File: src/rtl/board_cell_picker.sv
// board_cell_picker
// Turns a left-button click at screen coordinates into a board cell address
// (row, column, box index, cell value) using the centred grid geometry that
// the board overlay draws. Division by the box size is iterative and runs for
// a fixed number of cycles, so a hit always has the same latency.
module board_cell_picker #(
    parameter int SCREEN_WIDTH  = 1024,
    parameter int SCREEN_HEIGHT = 768,
    parameter int CELL_PX       = 16
) (
    input  logic                      clk,
    input  logic                      rst,
    input  logic                      is_game_on,
    input  logic [2:0]                board_size,
    input  logic [15:0][15:0][4:0]    board,
    input  logic [11:0]               mouse_xpos,
    input  logic [11:0]               mouse_ypos,
    input  logic                      mouse_left,
    output logic                      busy,
    output logic                      pick_valid,
    output logic                      pick_miss,
    output logic [3:0]                pick_row,
    output logic [3:0]                pick_col,
    output logic [3:0]                pick_box,
    output logic [4:0]                pick_value
);

    localparam int CELL_SHIFT = $clog2(CELL_PX);
    // Worst-case quotient is 15/2 = 7, so seven subtract steps always suffice.
    localparam logic [2:0] DIV_LAST = 3'd6;

    typedef enum logic [2:0] {
        IDLE  = 3'd0,
        CHECK = 3'd1,
        DIV   = 3'd2,
        BOX   = 3'd3,
        DONE  = 3'd4
    } state_t;

    state_t      state_reg, state_next;

    logic        prev_left_reg;
    logic        held_reg;
    logic        click;

    logic [11:0] x_reg, y_reg;
    logic [2:0]  size_reg;
    logic [3:0]  row_reg, col_reg;
    logic [3:0]  rem_r_reg, rem_c_reg;
    logic [3:0]  quo_r_reg, quo_c_reg;
    logic [2:0]  div_cnt_reg;

    logic        miss_out_reg;
    logic [3:0]  row_out_reg, col_out_reg, box_out_reg;
    logic [4:0]  value_out_reg;

    // Geometry of the centred board for the latched size.
    logic [15:0] n_cells, span, x0, y0, x16, y16, dx, dy;
    logic        size_ok, hit;
    logic [3:0]  row_calc, col_calc;
    logic [3:0]  size4;
    logic [7:0]  box_full;

    // A click is a rising edge of the button; a button held through reset
    // stays masked until it has been seen released.
    assign click = mouse_left & ~prev_left_reg & ~held_reg;

    // Hit test and cell coordinates, all in 16-bit arithmetic.
    always_comb begin
        size4    = {1'b0, size_reg};
        n_cells  = 16'(size_reg) * 16'(size_reg);
        span     = n_cells << CELL_SHIFT;
        x0       = (16'(SCREEN_WIDTH) - span) >> 1;
        y0       = (16'(SCREEN_HEIGHT) - span) >> 1;
        x16      = {4'b0, x_reg};
        y16      = {4'b0, y_reg};
        dx       = x16 - x0;
        dy       = y16 - y0;
        col_calc = 4'(dx >> CELL_SHIFT);
        row_calc = 4'(dy >> CELL_SHIFT);
        size_ok  = (size_reg >= 3'd2) && (size_reg <= 3'd4);
        hit      = size_ok
                   && (x16 >= x0) && (x16 < x0 + span)
                   && (y16 >= y0) && (y16 < y0 + span);
        box_full = 8'(quo_r_reg) * 8'(size4) + 8'(quo_c_reg);
    end

    // FSM state register.
    always_ff @(posedge clk) begin
        if (rst) begin
            state_reg <= IDLE;
        end else begin
            state_reg <= state_next;
        end
    end

    // FSM next state and status outputs; losing is_game_on aborts silently.
    always_comb begin
        state_next = state_reg;
        busy       = (state_reg != IDLE);
        pick_valid = (state_reg == DONE);
        case (state_reg)
            IDLE: begin
                if (click && is_game_on) begin
                    state_next = CHECK;
                end
            end
            CHECK: begin
                if (!is_game_on) begin
                    state_next = IDLE;
                end else if (hit) begin
                    state_next = DIV;
                end else begin
                    state_next = DONE;
                end
            end
            DIV: begin
                if (!is_game_on) begin
                    state_next = IDLE;
                end else if (div_cnt_reg == DIV_LAST) begin
                    state_next = BOX;
                end
            end
            BOX: begin
                if (!is_game_on) begin
                    state_next = IDLE;
                end else begin
                    state_next = DONE;
                end
            end
            DONE: begin
                state_next = IDLE;
            end
            default: begin
                state_next = IDLE;
            end
        endcase
    end

    // Datapath: click capture, dividers, and result registers that only
    // change when a pick actually completes.
    always_ff @(posedge clk) begin
        if (rst) begin
            prev_left_reg <= 1'b0;
            held_reg      <= mouse_left;
            x_reg         <= '0;
            y_reg         <= '0;
            size_reg      <= '0;
            row_reg       <= '0;
            col_reg       <= '0;
            rem_r_reg     <= '0;
            rem_c_reg     <= '0;
            quo_r_reg     <= '0;
            quo_c_reg     <= '0;
            div_cnt_reg   <= '0;
            miss_out_reg  <= 1'b0;
            row_out_reg   <= '0;
            col_out_reg   <= '0;
            box_out_reg   <= '0;
            value_out_reg <= '0;
        end else begin
            prev_left_reg <= mouse_left;
            if (!mouse_left) begin
                held_reg <= 1'b0;
            end

            case (state_reg)
                IDLE: begin
                    if (click && is_game_on) begin
                        x_reg    <= mouse_xpos;
                        y_reg    <= mouse_ypos;
                        size_reg <= board_size;
                    end
                end
                CHECK: begin
                    row_reg     <= row_calc;
                    col_reg     <= col_calc;
                    rem_r_reg   <= row_calc;
                    rem_c_reg   <= col_calc;
                    quo_r_reg   <= '0;
                    quo_c_reg   <= '0;
                    div_cnt_reg <= '0;
                    if (state_next == DONE) begin
                        miss_out_reg  <= 1'b1;
                        row_out_reg   <= '0;
                        col_out_reg   <= '0;
                        box_out_reg   <= '0;
                        value_out_reg <= '0;
                    end
                end
                DIV: begin
                    div_cnt_reg <= div_cnt_reg + 3'd1;
                    if (rem_r_reg >= size4) begin
                        rem_r_reg <= rem_r_reg - size4;
                        quo_r_reg <= quo_r_reg + 4'd1;
                    end
                    if (rem_c_reg >= size4) begin
                        rem_c_reg <= rem_c_reg - size4;
                        quo_c_reg <= quo_c_reg + 4'd1;
                    end
                end
                BOX: begin
                    if (state_next == DONE) begin
                        miss_out_reg  <= 1'b0;
                        row_out_reg   <= row_reg;
                        col_out_reg   <= col_reg;
                        box_out_reg   <= 4'(box_full);
                        value_out_reg <= board[row_reg][col_reg];
                    end
                end
                default: begin
                end
            endcase
        end
    end

    assign pick_miss  = miss_out_reg;
    assign pick_row   = row_out_reg;
    assign pick_col   = col_out_reg;
    assign pick_box   = box_out_reg;
    assign pick_value = value_out_reg;

endmodule

File: config.mk
export PLATFORM = sky130hd
export DESIGN_NAME = board_cell_picker
export DESIGN_NICKNAME = d
export VERILOG_FILES = /design/src/rtl/board_cell_picker.sv
export SDC_FILE = /design/constraint.sdc
export NUM_CORES = 1
export LEC_CHECK = 0
export CELL_PAD_IN_SITES_DETAIL_PLACEMENT = 0
export CELL_PAD_IN_SITES_GLOBAL_PLACEMENT = 2
export CORE_AREA = 4 4 515 517
export CTS_CLUSTER_DIAMETER = 100
export DETAILED_ROUTE_END_ITERATION = 12
export DIE_AREA = 0 0 519 521
export PLACE_DENSITY_LB_ADDON = 0.15
export SLEW_MARGIN = 20
export SYNTH_ARGS = -nofsm -noshare
export SYNTH_HDL_FRONTEND = slang
export SYNTH_SLANG_ARGS = --single-unit
File: constraint.sdc
create_clock -name clk -period 5.35 [get_ports clk]
set_input_delay 0.535 -clock clk [delete_from_list [all_inputs] [get_ports clk]]
set_output_delay 0.535 -clock clk [all_outputs]
set_load 0.005 [all_outputs]
# Word-level counts from Yosys, hierarchy flattened
# Index checks and enable logic that the tools add are counted.
totals:
  reg_bits: 77
op_classes:
  add_sub_neg: 12
  n_mul: 2
  n_lt_le_gt_ge: 10
  eq_ne: 11
  muxes: 35
  bitwise: 4
  reduce_logical: 14
ops:
  columns: ["operator", "n"]
  rows:
  - ["$bmux W80 S4", 1]
  - ["$mux W80", 1]
  - ["$pmux W4 S2", 7]
  - ["$add A15 B10 Y16", 2]
  - ["$lt A12 B16 Y1", 2]
  - ["$mux W4", 8]
  - ["$ge A12 B15 Y1", 2]
  - ["$bmux W5 S4", 1]
  - ["$mux W3", 6]
  - ["$sub A8 B8 Y8", 2]
  - ["$mux W5", 3]
  - ["$pmux W3 S4", 1]
  - ["$sub A11 B10 Y12 const A", 1]
  - ["$sub A10 B10 Y11 const A", 1]
  - ["$lt A4 B5 Y1 const B", 2]
  - ["$ne A2 B2 Y1 const B", 5]
  - ["$pmux W5 S2", 1]
  - ["$eq A3 B3 Y1 const B", 3]
  - ["$add A4 B1 Y4 const B", 2]
  - ["$ge A4 B3 Y1", 2]
  - ["$sub A4 B3 Y4", 2]
  - ["$eq A3 B2 Y1 const B", 2]
  - ["$logic_and A1 B1 Y1", 6]
  - ["$mul A3 B3 Y6", 1]
  - ["16 further kinds", 24]

# Logic depth before layout (Yosys ltp)
logic_depth:
  depth_word: 13
  depth_mapped: 21
  depth_no_buf: 19

# Worst setup path before layout
# No wires, ideal clock.
synth_timing:
  path_kind: "reg-to-reg"
  startpoint: "register size_reg[1]"
  endpoint: "register value_out_reg[0] (netlist: pick_value[0])"
  arrival_ps: 4213
  required_ps: 5291
  path_slack_ps: 1078
  path_stages_with_launch: 21
  n_path_buf: 1
  cell_sequence: "dfxtp_1 -> clkbuf_1 -> inv_1 -> nor2_1 -> ha_1 -> xnor2_1 -> xor2_1 -> inv_1 -> ha_1 -> a21oi_1 -> o21bai_1 -> a21oi_1 -> xnor2_1 -> ha_1 -> a211o_1 -> a211oi_1 -> o21ai_0 -> a21oi_1 -> a31o_2 -> nor2b_1 -> a22o_1"
synth_via:
  elab_chain_cells: 13
  word_cells_on_any_way: 23
synth_rtl:
  columns: ["item", "line", "source"]
  rows:
  - ["start, declared", "47", "logic [2:0] size_reg;"]
  - ["start signal, assigned", "172", "size_reg <= board_size;"]
  - ["$mul A3 B3 Y6", "71", "n_cells = 16'(size_reg) * 16'(size_reg);"]
  - ["$sub A11 B10 Y12", "73", "x0 = (16'(SCREEN_WIDTH) - span) >> 1;"]
  - ["$add A15 B10 Y16 or $ge A12 B15 Y1 (tied branches)", "83", "&& (x16 >= x0) && (x16 < x0 + span)"]
  - ["$lt A12 B16 Y1 or $logic_and A1 B1 Y1 (tied branches)", "83", null]
  - ["$logic_and A1 B1 Y1", "83", null]
  - ["$logic_and A1 B1 Y1", "84", "&& (y16 >= y0) && (y16 < y0 + span);"]
  - ["$logic_and A1 B1 Y1 (*)", "84", null]
  - ["$mux W3 (*)", "111", "end else if (hit) begin"]
  - ["$mux W3 (*)", "109", "if (!is_game_on) begin"]
  - ["$pmux W3 S4 (*)", "102", "case (state_reg)"]
  - ["$eq A3 B3 Y1 (*)", "183, 203", null]
  - ["$ne A2 B2 Y1 (no line)", null, null]
  - ["$reduce_and A3 Y1 (no line) (*)", null, null]
  - ["end signal, assigned", "208", "value_out_reg <= board[row_reg][col_reg];"]
  - ["end, declared", "55", "logic [4:0] value_out_reg;"]
# Every way passes the cells marked *; elsewhere a longest branch is shown, timed or not.
# A chain may end at the register's enable or synchronous reset.

# Worst setup path after layout
layout_timing:
  startpoint: "register size_reg[2]"
  endpoint: "register value_out_reg[1] (netlist: pick_value[1])"
# The elaborated chain is that of the path after synthesis.

==> flow_summary.yaml <==
hold_path:
  hold_class: "register to register"
timing:
  whs_ns: 0.461
  fin_crit_sh_pct: 83.7
  max-slew-margin-rel_pct: 27.5
  rsz0062_at_grt: "no"
  setup_viol: 0
  hold_viol: 0
  tns_ns: 0
  layout_min_cycle_time_ns: 4.48
  fmax_mhz: 223
  tightestPinTransition_ns: 1.08
  fin_worst_skew_ns: 0.0201
  slew_violations: 0
floorplan:
  die_y_um: 521
  start_util_pct: 5.84
  core_area_mm2: 0.261
  die_area_mm2: 0.270
  io_pins: 1331
  die_w_um: 519
  num_rows: 188
place:
  io_buffers: 1330
  place_congestion: 0.881
  hpwl_um: 215000
routing:
  drt-total-wl_um: 237000
  vias_per_cell: 3.27
  via_count: 20342
  drt_first_pass_iters: 5
  antenna_left: 0
  drc_errors: 0
  wl_per_cell_um: 38.1
  drt_iter0_markers: 1108
power_and_ir_drop:
  power_density_mw_per_mm2: 103
  leakage_uw: 0.0100
  vdd_drop_max_uv: 104
setup_path:
  cp_slowest_stage_delay_ns: 0.38
  worst-path-buf-inv: 5
  path_cells: "inv_1 -> nor2_1 -> ha_1 -> xnor2_1 -> buf_4 -> nor2_1 -> xnor2_1 -> ha_1 -> inv_1 -> o21bai_1 -> a21oi_1 -> xnor2_1 -> ha_1 -> o21ai_0 -> a2111oi_1 -> buf_4 -> a21oi_1 -> a31o_2 -> nor2b_1 -> buf_4 -> a211o_1"
  critPathTopFamily: "compound AO/OA/AOI/OAI gates"
  arrival_ns: 4.73
  crit_path_end_kind: "register"
  slowest_stage: "a2111oi_1"
  path_max_fanout: 5
  critPathKind: "register to register"
  crit_path_start_kind: "register"
  worstPathRequired_ns: 5.60
layout:
  drive_above_1_share_pct: 15.1
  fin_nets: 4122
  fin_util_pct: 12.7
  syn2layout_area_growth_pct: 117
grt:
  antenna_found_initial: 252
  grt_pass1_wl_um: 287000
  grt_use_total_pct: 16.8
  grt_max_degree: 68
  overflow: 0
  first_global_vias: 21712
synthesis:
  yosys.area.top_type: "mux4_2"
  syn_nets: 2841
  syn_area_mm2: 0.0152
  synth_cells: 1471
  synth_area_leaders: "mux4_2 (40%), dfxtp_1 (10%), mux2i_1 (6.7%)"
  synth_edf_count: 1
  yosysWarnings: 0
  synthArstFlopShare_pct: 0
  synth_top_cell_area_share_pct: 39.7
  synth_ff_type: "dfxtp_1"
  syn_avg_cell_area_um2: 10.4
  yosys.cell_types.count: 77
  synth_common_cells: "mux4_2 (269), nand2_1 (134), a21oi_1 (116), mux2i_1 (102), dfxtp_1 (76)"
  ys_ff_latch: 77
  synth_most_common_cell: "mux4_2"
  synth_seq_area_share_pct: 10.2
cts:
  cts_num_sinks: 77
  cts_tree: "built"
  h-tree-depth: 3
  root_buffer: "clkbuf_16"
  cts_setup_buffers: 0
  clkLatencyLatePin_ns: 0.38
  holdBufCountCts: 0
  cts_resized: 0
  cts_buffers: 9
  clkTransAtPathRegs_ns: 0.07
  cts_buffer_depth: 2
run_status:
  outcome: "finished, final reports clean"
job:
  drv_cap: 0
## per-layer routing
metal / wire length [µm] / vias to the layer above / global-route usage [%]
li1: - / 8673 / -
met1: 90600 / 10149 / 18.8
met2: 124000 / 1111 / 31.5
met3: 19200 / 321 / 5.88
met4: 2730 / 88 / 1.22
met5: 564 / - / 0
## area by class of cell
cell class	instances	area, µm²
Fill cell	29716	228000
Timing Repair Buffer	1417	14100
Multi-Input combinational cell	1204	12600
Tap cell	3420	4280
Sequential cell	77	1570
Clock buffer	11	253
Inverter	43	161
Antenna cell	38	95.1
Clock inverter	5	38.8
## cells in the final DEF (no fill, tap or decap), types with 41 or more instances in the layout
master	instances
inv_1	41
buf_4	76
mux4_2	269
ha_1	52
mux2i_1	102
nor2_1	58
clkdlybuf4s50_1	1329
a22oi_1	57
dfxtp_1	68
a21oi_1	116
nand2_1	133
## power by group
group	internal, µW	switching [µW]	leakage [µW]
combinational	1280	867	0.00924
sequential	586	31.3	0.000630
clock	346	321	0.000143
## cell families after synthesis
| family | share of synthesized area (%) |
|---|---|
| fa+ha+maj | 5.19 |
| mux | 47.2 |
| buf+inv | 7.35 |
| simple gates | 11.0 |
| compound gates | 17.3 |
| xor+xnor | 1.72 |
| flops | 10.2 |
## worst paths after layout
path,start,end,slack [ns],depth (start not counted)
worst max register to register,size_reg[2],pick_value[1],0.87,21
worst min register to register,x_reg[2],x_reg[2],0.46,2
worst max-delay path,size_reg[2],pick_value[1],0.87,21
worst min-delay path,x_reg[2],x_reg[2],0.46,2
## stage by stage
| stage | total power [µW] | cell area [µm²] | setup slack, ns | cells |
|---|---|---|---|---|
| 2_1_floorplan | 1280 | 15200 | 1.08 | 1471 |
| 3_3_place_gp | 2840 | 32700 | 0.852 | 6161 |
| 3_5_place_dp | 2830 | 32700 | 0.847 | 6161 |
| 4_1_cts | 3540 | 33000 | 0.803 | 6177 |
| 5_1_grt | 3610 | 33100 | 0.460 | 6184 |
| 6_report | 3430 | 33100 | 0.872 | 6215 |
## worst min-delay path, cell delays in order, from the launching register on
cell and delay (ns):
dfxtp_1 0.31, nand2_1 0.05, a21oi_1 0.05
Note: power is estimated with default switching activity, not from simulation.
